### src/rtl/multicycle_controller.sv
// Multicycle MIPS control FSM: sequences fetch/decode/execute/memory/writeback and drives datapath selects.
// Latency (zero wait states, FETCH included): R-type 4, lw 5, sw 4, I-type ALU 4, beq/bne 3, j 3 cycles.
// Backpressure: FETCH, MEMRD and MEMWR stall on i_mem_ready=0; each stalled cycle adds one cycle, strobes never repeat.
//
// Ports:
//   i_clk, i_rst_n            clock (rising edge), asynchronous active-low reset
//   i_opcode, i_funct         instr[31:26] / instr[5:0] from the instruction register
//   i_zero                    ALU zero flag (branch condition)
//   i_mem_ready               unified memory completes the access this cycle
//   o_alu_control             000 add, 001 sub, 010 and, 011 or, 100 xor, 101 nor, 110 sll, 111 sra
//   o_alu_src_a / o_alu_src_b ALU operand selects (PC/A ; B/4/imm/imm<<2)
//   o_ext_zero                zero-extend the immediate (logical immediates)
//   o_pc_src, o_pc_write_en   PC source select and load enable
//   o_iord, o_ir_write        memory address select, IR load enable
//   o_mem_write, o_reg_write  memory / register-file write strobes
//   o_reg_dst, o_mem_to_reg   register write destination / data selects
//   o_instr_done              one-cycle pulse in the last cycle of every instruction
//   o_illegal_op              unsupported opcode/funct; held while in ILLEGAL
module multicycle_controller #(
  parameter bit MEM_HANDSHAKE = 1'b1,  // 0: memory assumed always ready
  parameter bit ILLEGAL_HALT  = 1'b1   // 1: ILLEGAL is terminal until reset
) (
  input  logic       i_clk,
  input  logic       i_rst_n,
  input  logic [5:0] i_opcode,
  input  logic [5:0] i_funct,
  input  logic       i_zero,
  input  logic       i_mem_ready,
  output logic [2:0] o_alu_control,
  output logic       o_alu_src_a,
  output logic [1:0] o_alu_src_b,
  output logic       o_ext_zero,
  output logic [1:0] o_pc_src,
  output logic       o_pc_write_en,
  output logic       o_iord,
  output logic       o_ir_write,
  output logic       o_mem_write,
  output logic       o_reg_write,
  output logic       o_reg_dst,
  output logic       o_mem_to_reg,
  output logic       o_instr_done,
  output logic       o_illegal_op
);

  // FSM encoding
  localparam logic [3:0] S_FETCH   = 4'd0;
  localparam logic [3:0] S_DECODE  = 4'd1;
  localparam logic [3:0] S_MEMADR  = 4'd2;
  localparam logic [3:0] S_MEMRD   = 4'd3;
  localparam logic [3:0] S_MEMWB   = 4'd4;
  localparam logic [3:0] S_MEMWR   = 4'd5;
  localparam logic [3:0] S_EXEC    = 4'd6;
  localparam logic [3:0] S_ALUWB   = 4'd7;
  localparam logic [3:0] S_BRANCH  = 4'd8;
  localparam logic [3:0] S_IEXEC   = 4'd9;
  localparam logic [3:0] S_IWB     = 4'd10;
  localparam logic [3:0] S_JUMP    = 4'd11;
  localparam logic [3:0] S_ILLEGAL = 4'd12;

  // Opcodes
  localparam logic [5:0] OP_RTYPE = 6'h00;
  localparam logic [5:0] OP_J     = 6'h02;
  localparam logic [5:0] OP_BEQ   = 6'h04;
  localparam logic [5:0] OP_BNE   = 6'h05;
  localparam logic [5:0] OP_ADDI  = 6'h08;
  localparam logic [5:0] OP_ANDI  = 6'h0C;
  localparam logic [5:0] OP_ORI   = 6'h0D;
  localparam logic [5:0] OP_XORI  = 6'h0E;
  localparam logic [5:0] OP_LW    = 6'h23;
  localparam logic [5:0] OP_SW    = 6'h2B;

  // ALU operations
  localparam logic [2:0] ALU_ADD = 3'b000;
  localparam logic [2:0] ALU_SUB = 3'b001;
  localparam logic [2:0] ALU_AND = 3'b010;
  localparam logic [2:0] ALU_OR  = 3'b011;
  localparam logic [2:0] ALU_XOR = 3'b100;
  localparam logic [2:0] ALU_NOR = 3'b101;
  localparam logic [2:0] ALU_SLL = 3'b110;
  localparam logic [2:0] ALU_SRA = 3'b111;

  // Supported R-type function codes
  function automatic logic funct_legal(input logic [5:0] f);
    case (f)
      6'h20, 6'h21, 6'h22, 6'h23,
      6'h24, 6'h25, 6'h26, 6'h27,
      6'h04, 6'h07: return 1'b1;
      default:      return 1'b0;
    endcase
  endfunction

  // R-type function code to ALU operation (only reached for legal codes)
  function automatic logic [2:0] funct_alu(input logic [5:0] f);
    case (f)
      6'h20, 6'h21: return ALU_ADD;
      6'h22, 6'h23: return ALU_SUB;
      6'h24:        return ALU_AND;
      6'h25:        return ALU_OR;
      6'h26:        return ALU_XOR;
      6'h27:        return ALU_NOR;
      6'h04:        return ALU_SLL;
      6'h07:        return ALU_SRA;
      default:      return ALU_ADD;
    endcase
  endfunction

  logic [3:0] r_state;
  logic [3:0] w_next;
  logic [5:0] r_op;
  logic [5:0] r_fn;
  logic       w_ready;

  assign w_ready = MEM_HANDSHAKE ? i_mem_ready : 1'b1;

  // Next-state logic. DECODE looks at the live IR fields; every later state
  // uses the copies captured at the end of DECODE.
  always_comb begin
    w_next = r_state;
    case (r_state)
      S_FETCH:  if (w_ready) w_next = S_DECODE;
      S_DECODE: begin
        case (i_opcode)
          OP_RTYPE:                       w_next = funct_legal(i_funct) ? S_EXEC : S_ILLEGAL;
          OP_LW, OP_SW:                   w_next = S_MEMADR;
          OP_BEQ, OP_BNE:                 w_next = S_BRANCH;
          OP_ADDI, OP_ANDI, OP_ORI, OP_XORI: w_next = S_IEXEC;
          OP_J:                           w_next = S_JUMP;
          default:                        w_next = S_ILLEGAL;
        endcase
      end
      S_MEMADR:  w_next = (r_op == OP_SW) ? S_MEMWR : S_MEMRD;
      S_MEMRD:   if (w_ready) w_next = S_MEMWB;
      S_MEMWR:   if (w_ready) w_next = S_FETCH;
      S_EXEC:    w_next = S_ALUWB;
      S_IEXEC:   w_next = S_IWB;
      S_MEMWB, S_ALUWB, S_IWB, S_BRANCH, S_JUMP: w_next = S_FETCH;
      S_ILLEGAL: w_next = ILLEGAL_HALT ? S_ILLEGAL : S_FETCH;
      default:   w_next = S_FETCH;
    endcase
  end

  always_ff @(posedge i_clk or negedge i_rst_n) begin
    if (!i_rst_n) begin
      r_state <= S_FETCH;
      r_op    <= 6'h00;
      r_fn    <= 6'h00;
    end else begin
      r_state <= w_next;
      if (r_state == S_DECODE) begin
        r_op <= i_opcode;
        r_fn <= i_funct;
      end
    end
  end

  // Output decode (state only, plus mem_ready/zero gating on the strobes)
  logic [2:0] w_alu_control;
  logic       w_alu_src_a;
  logic [1:0] w_alu_src_b;
  logic       w_ext_zero;
  logic [1:0] w_pc_src;
  logic       w_pc_write_en;
  logic       w_iord;
  logic       w_ir_write;
  logic       w_mem_write;
  logic       w_reg_write;
  logic       w_reg_dst;
  logic       w_mem_to_reg;
  logic       w_instr_done;
  logic       w_illegal_op;

  always_comb begin
    w_alu_control = ALU_ADD;
    w_alu_src_a   = 1'b0;
    w_alu_src_b   = 2'b00;
    w_ext_zero    = 1'b0;
    w_pc_src      = 2'b00;
    w_pc_write_en = 1'b0;
    w_iord        = 1'b0;
    w_ir_write    = 1'b0;
    w_mem_write   = 1'b0;
    w_reg_write   = 1'b0;
    w_reg_dst     = 1'b0;
    w_mem_to_reg  = 1'b0;
    w_instr_done  = 1'b0;
    w_illegal_op  = 1'b0;
    case (r_state)
      S_FETCH: begin
        // PC+4 and IR load happen only in the cycle memory delivers
        w_alu_src_b   = 2'b01;
        w_ir_write    = w_ready;
        w_pc_write_en = w_ready;
      end
      S_DECODE: begin
        // Precompute the branch target into ALUOut
        w_alu_src_b = 2'b11;
      end
      S_MEMADR: begin
        w_alu_src_a = 1'b1;
        w_alu_src_b = 2'b10;
      end
      S_MEMRD: begin
        w_iord = 1'b1;
      end
      S_MEMWB: begin
        w_reg_write  = 1'b1;
        w_mem_to_reg = 1'b1;
        w_instr_done = 1'b1;
      end
      S_MEMWR: begin
        // Write strobe held for the whole access; done only when it lands
        w_iord       = 1'b1;
        w_mem_write  = 1'b1;
        w_instr_done = w_ready;
      end
      S_EXEC: begin
        w_alu_src_a   = 1'b1;
        w_alu_control = funct_alu(r_fn);
      end
      S_ALUWB: begin
        w_reg_write  = 1'b1;
        w_reg_dst    = 1'b1;
        w_instr_done = 1'b1;
      end
      S_BRANCH: begin
        w_alu_src_a   = 1'b1;
        w_alu_control = ALU_SUB;
        w_pc_src      = 2'b01;
        w_pc_write_en = (r_op == OP_BNE) ? ~i_zero : i_zero;
        w_instr_done  = 1'b1;
      end
      S_IEXEC: begin
        w_alu_src_a = 1'b1;
        w_alu_src_b = 2'b10;
        case (r_op)
          OP_ANDI: begin w_alu_control = ALU_AND; w_ext_zero = 1'b1; end
          OP_ORI:  begin w_alu_control = ALU_OR;  w_ext_zero = 1'b1; end
          OP_XORI: begin w_alu_control = ALU_XOR; w_ext_zero = 1'b1; end
          default: w_alu_control = ALU_ADD;
        endcase
      end
      S_IWB: begin
        w_reg_write  = 1'b1;
        w_instr_done = 1'b1;
      end
      S_JUMP: begin
        w_pc_src      = 2'b10;
        w_pc_write_en = 1'b1;
        w_instr_done  = 1'b1;
      end
      S_ILLEGAL: begin
        w_illegal_op = 1'b1;
      end
      default: begin
        w_alu_src_b = 2'b01;
      end
    endcase
  end

  // Selects come straight from the decode; the state is already FETCH
  // during reset so they show FETCH values.
  assign o_alu_control = w_alu_control;
  assign o_alu_src_a   = w_alu_src_a;
  assign o_alu_src_b   = w_alu_src_b;
  assign o_ext_zero    = w_ext_zero;
  assign o_pc_src      = w_pc_src;
  assign o_iord        = w_iord;
  assign o_reg_dst     = w_reg_dst;
  assign o_mem_to_reg  = w_mem_to_reg;

  // Strobes are forced low while reset is held, so a FETCH with
  // mem_ready high cannot load IR/PC during reset.
  assign o_pc_write_en = w_pc_write_en & i_rst_n;
  assign o_ir_write    = w_ir_write    & i_rst_n;
  assign o_mem_write   = w_mem_write   & i_rst_n;
  assign o_reg_write   = w_reg_write   & i_rst_n;
  assign o_instr_done  = w_instr_done  & i_rst_n;
  assign o_illegal_op  = w_illegal_op  & i_rst_n;

endmodule

### config.mk
export PLATFORM = sky130hd
export DESIGN_NAME = multicycle_controller
export DESIGN_NICKNAME = d
export VERILOG_FILES = /design/src/rtl/multicycle_controller.sv
export SDC_FILE = /design/constraint.sdc
export NUM_CORES = 1
export LEC_CHECK = 0
export BUFFER_PORTS_ARGS = -buffer_cell sky130_fd_sc_hd__buf_2
export CAP_MARGIN = 10
export CORE_UTILIZATION = 45
export DETAILED_ROUTE_END_ITERATION = 6
export PLACE_DENSITY = 0.7
export SLEW_MARGIN = 20
export SYNTH_ARGS = -nofsm -noshare
export SYNTH_HDL_FRONTEND = slang
export SYNTH_SLANG_ARGS = --single-unit
### constraint.sdc
create_clock -name i_clk -period 2.8 [get_ports i_clk]
set_clock_uncertainty 0.05 [all_clocks]
set_input_delay 0.28 -clock i_clk [delete_from_list [all_inputs] [get_ports i_clk]]
set_output_delay 0.28 -clock i_clk [all_outputs]
set_load 0.01 [all_outputs]
# Word-level counts from Yosys, hierarchy flattened
# Cells that the tools add are included.
# word_totals
ff_bits	16
output_inout_bits	18
wordCells	100
# classes
eq_ne	47
n_mux	28
n_bitwise	7
reduce_logical	15
# op_table
operator	count
$eq 6x6->1 const B	17
$eq 6x3->1 const B	7
$eq 6x4->1 const B	7
$pmux 4 s8	1
$pmux 3 s7	1
$eq 4x4->1 const B	5
$pmux 4 s5	1
$pmux 3 s3	2
$eq 4x3->1 const B	4
$mux 4	4
$mux 1	14
$reduce_or 10->1	1
$reduce_or 2->1	5
$reduce_or 9->1	1
$eq 4x2->1 const B	2
$reduce_or 4->1	2
$and 1x1->1	6
$eq 6x2->1 const B	1
$logic_not 6->1	1
$ne 2x2->1 const B	3
$pmux 2 s3	1
$reduce_or 3->1	2
$reduce_or 5->1	1
$eq 4x1->1 const B	1
7 further kinds	7

# Longest topological paths before layout
# depth
ltp_word	8
ltp_mapped	5

# Worst setup path before layout
# Ideal clock, no wire load.
# synth_timing
kind	flip-flop to output port
startpoint	register r_state[2]
endpoint	output o_pc_write_en
arrival_time_ns	1.393
required_time_ns	2.470
setup_slack_ns	1.077
path_stages_with_launch	6
n_path_buf	1
cell_sequence	dfrtp_1 buf_2 nand2b_1 nor3_1 nand3b_1 o32ai_1
# synth_via
elab_chain_len	3
word_cells_on_any_way	5
classes_between	eq/ne (2); mux (1); bitwise (1); reduce/logical (1)
# synth_lines
item	line	text
start, declared	107	logic [3:0] r_state;
start signal, assigned	148	r_state <= w_next;
$eq 4x4->1 or $logic_not 4->1 (tied branches)	187	case (r_state)
$pmux 1 s3 (*)	187	
$and 1x1->1 (*)	273	assign o_pc_write_en = w_pc_write_en & i_rst_n;
end, declared	34	output logic o_pc_write_en,
# Mark *: on every way between the ends. The rest lies on a longest branch, timed or not.

# Final worst setup path
# layout_timing
startpoint	register r_state[2]
endpoint	output o_alu_control[0]
# layout_via
elab_chain_len	2
word_cells_on_any_way	4
classes_between	eq/ne (3); mux (1)
# layout_lines
item	line	text
$eq 4x4->1 or $eq 4x3->1 (tied branches)	187	
$pmux 3 s3 (*)	187	
end, declared	29	output logic [2:0] o_alu_control,
# Marked as above.

==> metrics.yaml <==
yosysSeqAreaShare_pct: 32.6
initial_core_util_pct: 48.7
stdcell_count: 204
die_h_um: 54.3
grt-ovfl-total: 0
synth_xor_area_share_pct: 4.28
grt_pass1_wl_um: 4700
die_w_um: 54.3
final_common_cell: "buf_2"
grt_pass1_vias: 1034
cp_num_buf_inv: 1
report.final.slew_viol_count: 0
ir_drop_v: 0.000611
cts_setup_buffers: 0
final_cell_mix: "buf_2 (33), dfrtp_1 (16), nor2_1 (13), o21ai_0 (11)"
rsz0062_at_grt: "no"
cts.sinks: 16
yosysWarnings: 0
cap_violations: 0
synth_cell_types: 41
fin_util_pct: 57.0
holdWs_ps: 187
critPathRequiredTime_ps: 2470
whs_endpoint: "r_fn[3]"
place_congestion: 0.755
slew_headroom_pct: 58.0
slowest_stage: "dfrtp_1"
synth_compound_area_share_pct: 19.3
p_per_area_nw_per_um2: 966
hold_viol: 0
cts_tree: "done"
num_rows: 18
avgSynthCellArea_um2: 8.65
yosys.area_share.simple_pct: 27.9
area_delta_synth_final_pct: 17.1
antenna_found_initial: 0
synth_flop_cell: "dfrtp_1"
synth-seq-cells: 16
power_leakage_nw: 0.619
fin_tns_setup_ps: 0
synth_fp_nets: 158
finalCritPeriodShare_pct: 83.4
setup_violations: 0
worstSetupStartpointType: "flip-flop"
status: "complete, no violations"
crit_start: "r_state[2]"
fmax_ghz: 0.428
drt-pass1-iter-count: 4
clockRootBuffer: "clkbuf_4"
cts_made_buffers: 3
crit_chain: "nand2b_1 > nor4_2 > a21oi_1 > o31ai_1 > buf_2"
synth_top_family_by_area: "simple AND/OR/NAND/NOR gates"
die-area_um2: 2940
ios: 34
dp_hpwl_um: 2240
synth_edf_count: 0
place_ws_ps: 813
antenna_cells: 0
cpPeakStageDelay_ps: 740
muxShareOfSynthArea_pct: 10.9
worstPathMaxFanout: 19
arrival_ps: 2010
worstHoldPathType: "in -> reg"
reg2reg_from: "r_state[1]"
drt_iter0_drc: 31
ys_async_sr_fraction_pct: 100
numPortBuffers: 33
nNetsFinal: 191
clock_latency_ps: 280
grt_max_degree: 22
synth_area_um2: 1230
cts_max_path_buffers: 2
avgRoutedWirePerCell_um: 14.2
num_vias: 1193
ys_top_cells_by_area: "dfrtp_1 (33%), mux2_2 (7.3%), o21ai_0 (4.5%)"
reg2reg_slack_ps: 890
worst_pin_slew_ps: 628
drc: 0
track_usage_pct: 22.3
htree_levels: 1
r2r_end: "r_op[4]"
routed_wl_um: 2890
hold_path_depth: 2
synth-adder-area-share_pct: 0
fillers: 249
syn_inst: 142
drive_gt1_share_pct: 28.2
hp-start: "i_funct[3]"
fin_crit_ps: 2340
cts-resized-gates: 0
synth_top_area_share_pct: 32.6
path_delay_family: "flip-flops"
endpoint_kind: "primary output"
cts_hold_buf: 1
path_class: "reg -> out"
vias_per_cell: 5.85
placedCellCount: 199
yosys.area.top_type: "dfrtp_1"
rr_worst_depth: 3
ant_nets: 0
clkSlewWorstSetupHoldPaths_ps: 90
worst_slack_ps: 465
core_area_um2: 2520
-- worst reg2reg max path: stages (launching register included) --
cell,delay (ps)
dfrtp_1,560
nand2b_4,270
nor3_4,510
mux2_2,410
-- per-layer routing --
metal  track usage, %  vias to the layer above  share of wire [%]
li1                 -                      589                  -
met1             31.9                      558                 47
met2             34.8                       44                 46
met3             3.61                        2                6.3
met4             5.98                        0               0.66
met5                0                        -                  0
-- synthesized netlist by cell type, types with 2 or more instances --
cell and n:
o211ai_1 2, dfrtp_1 16, o32ai_1 3, nor2_1 13, mux2_1 3, nor3_1 7, nand2b_1 4, nor2b_1 6
nand3b_1 3, o21ai_0 11, mux2_2 8, nand2_1 8, o41ai_1 2, xor2_1 2, a21oi_1 7, inv_1 6
buf_2 4, nor3b_1 4, nor4_1 2, nand3_1 7, xnor2_1 4
-- kinds of logic (layout without fill, tap and decap cells) --
group                  Yosys count  after routing
flip-flops                      16             16
XOR/XNOR                         6              6
multiplexers                    12             12
AO/OA/AOI/OAI                   36             36
buffers and inverters           12             44
AND/OR/NAND/NOR                 60             60
-- through the flow --
step	power, W	area [µm²]
after floorplan	0.00106	1230
after global routing	0.00151	1440
after CTS	0.00139	1440
after detailed placement	0.00124	1390
after global placement	0.00121	1390
final	0.00139	1440
-- flip-flops by register name, indices dropped and copies added, names as in the netlist --
signal / count
r_state: 4
r_fn: 6
r_op: 6
-- how the worst max path moves through the flow --
stage,to,slack [ps],cells after the start
finish,o_alu_control[0],460,5
global route,o_alu_control[1],310,5
CTS,o_pc_write_en,490,5
detailed placement,o_pc_write_en,810,5
global placement,o_pc_write_en,830,5
floorplan,o_pc_write_en,1080,5
-- report_power, final --
part           total [W]  switching [W]  leakage (nW)  internal [W]
Sequential      0.000557       0.000213         0.195      0.000344
Clock           0.000149      0.0000694        0.0210     0.0000792
Combinational   0.000684       0.000342         0.403      0.000342
-- area by class of cell --
type                    instances  area [µm²]  share of cell area [%]
multi-input cells             114         767                    53.3
flip-flops and latches         16         400                    27.8
repair buffers                 34         175                    12.2
well taps                      30        37.5                    2.61
clock buffers                   4        36.3                    2.52
inverters                       6        22.5                    1.57
(Power assumes the default switching activity.)
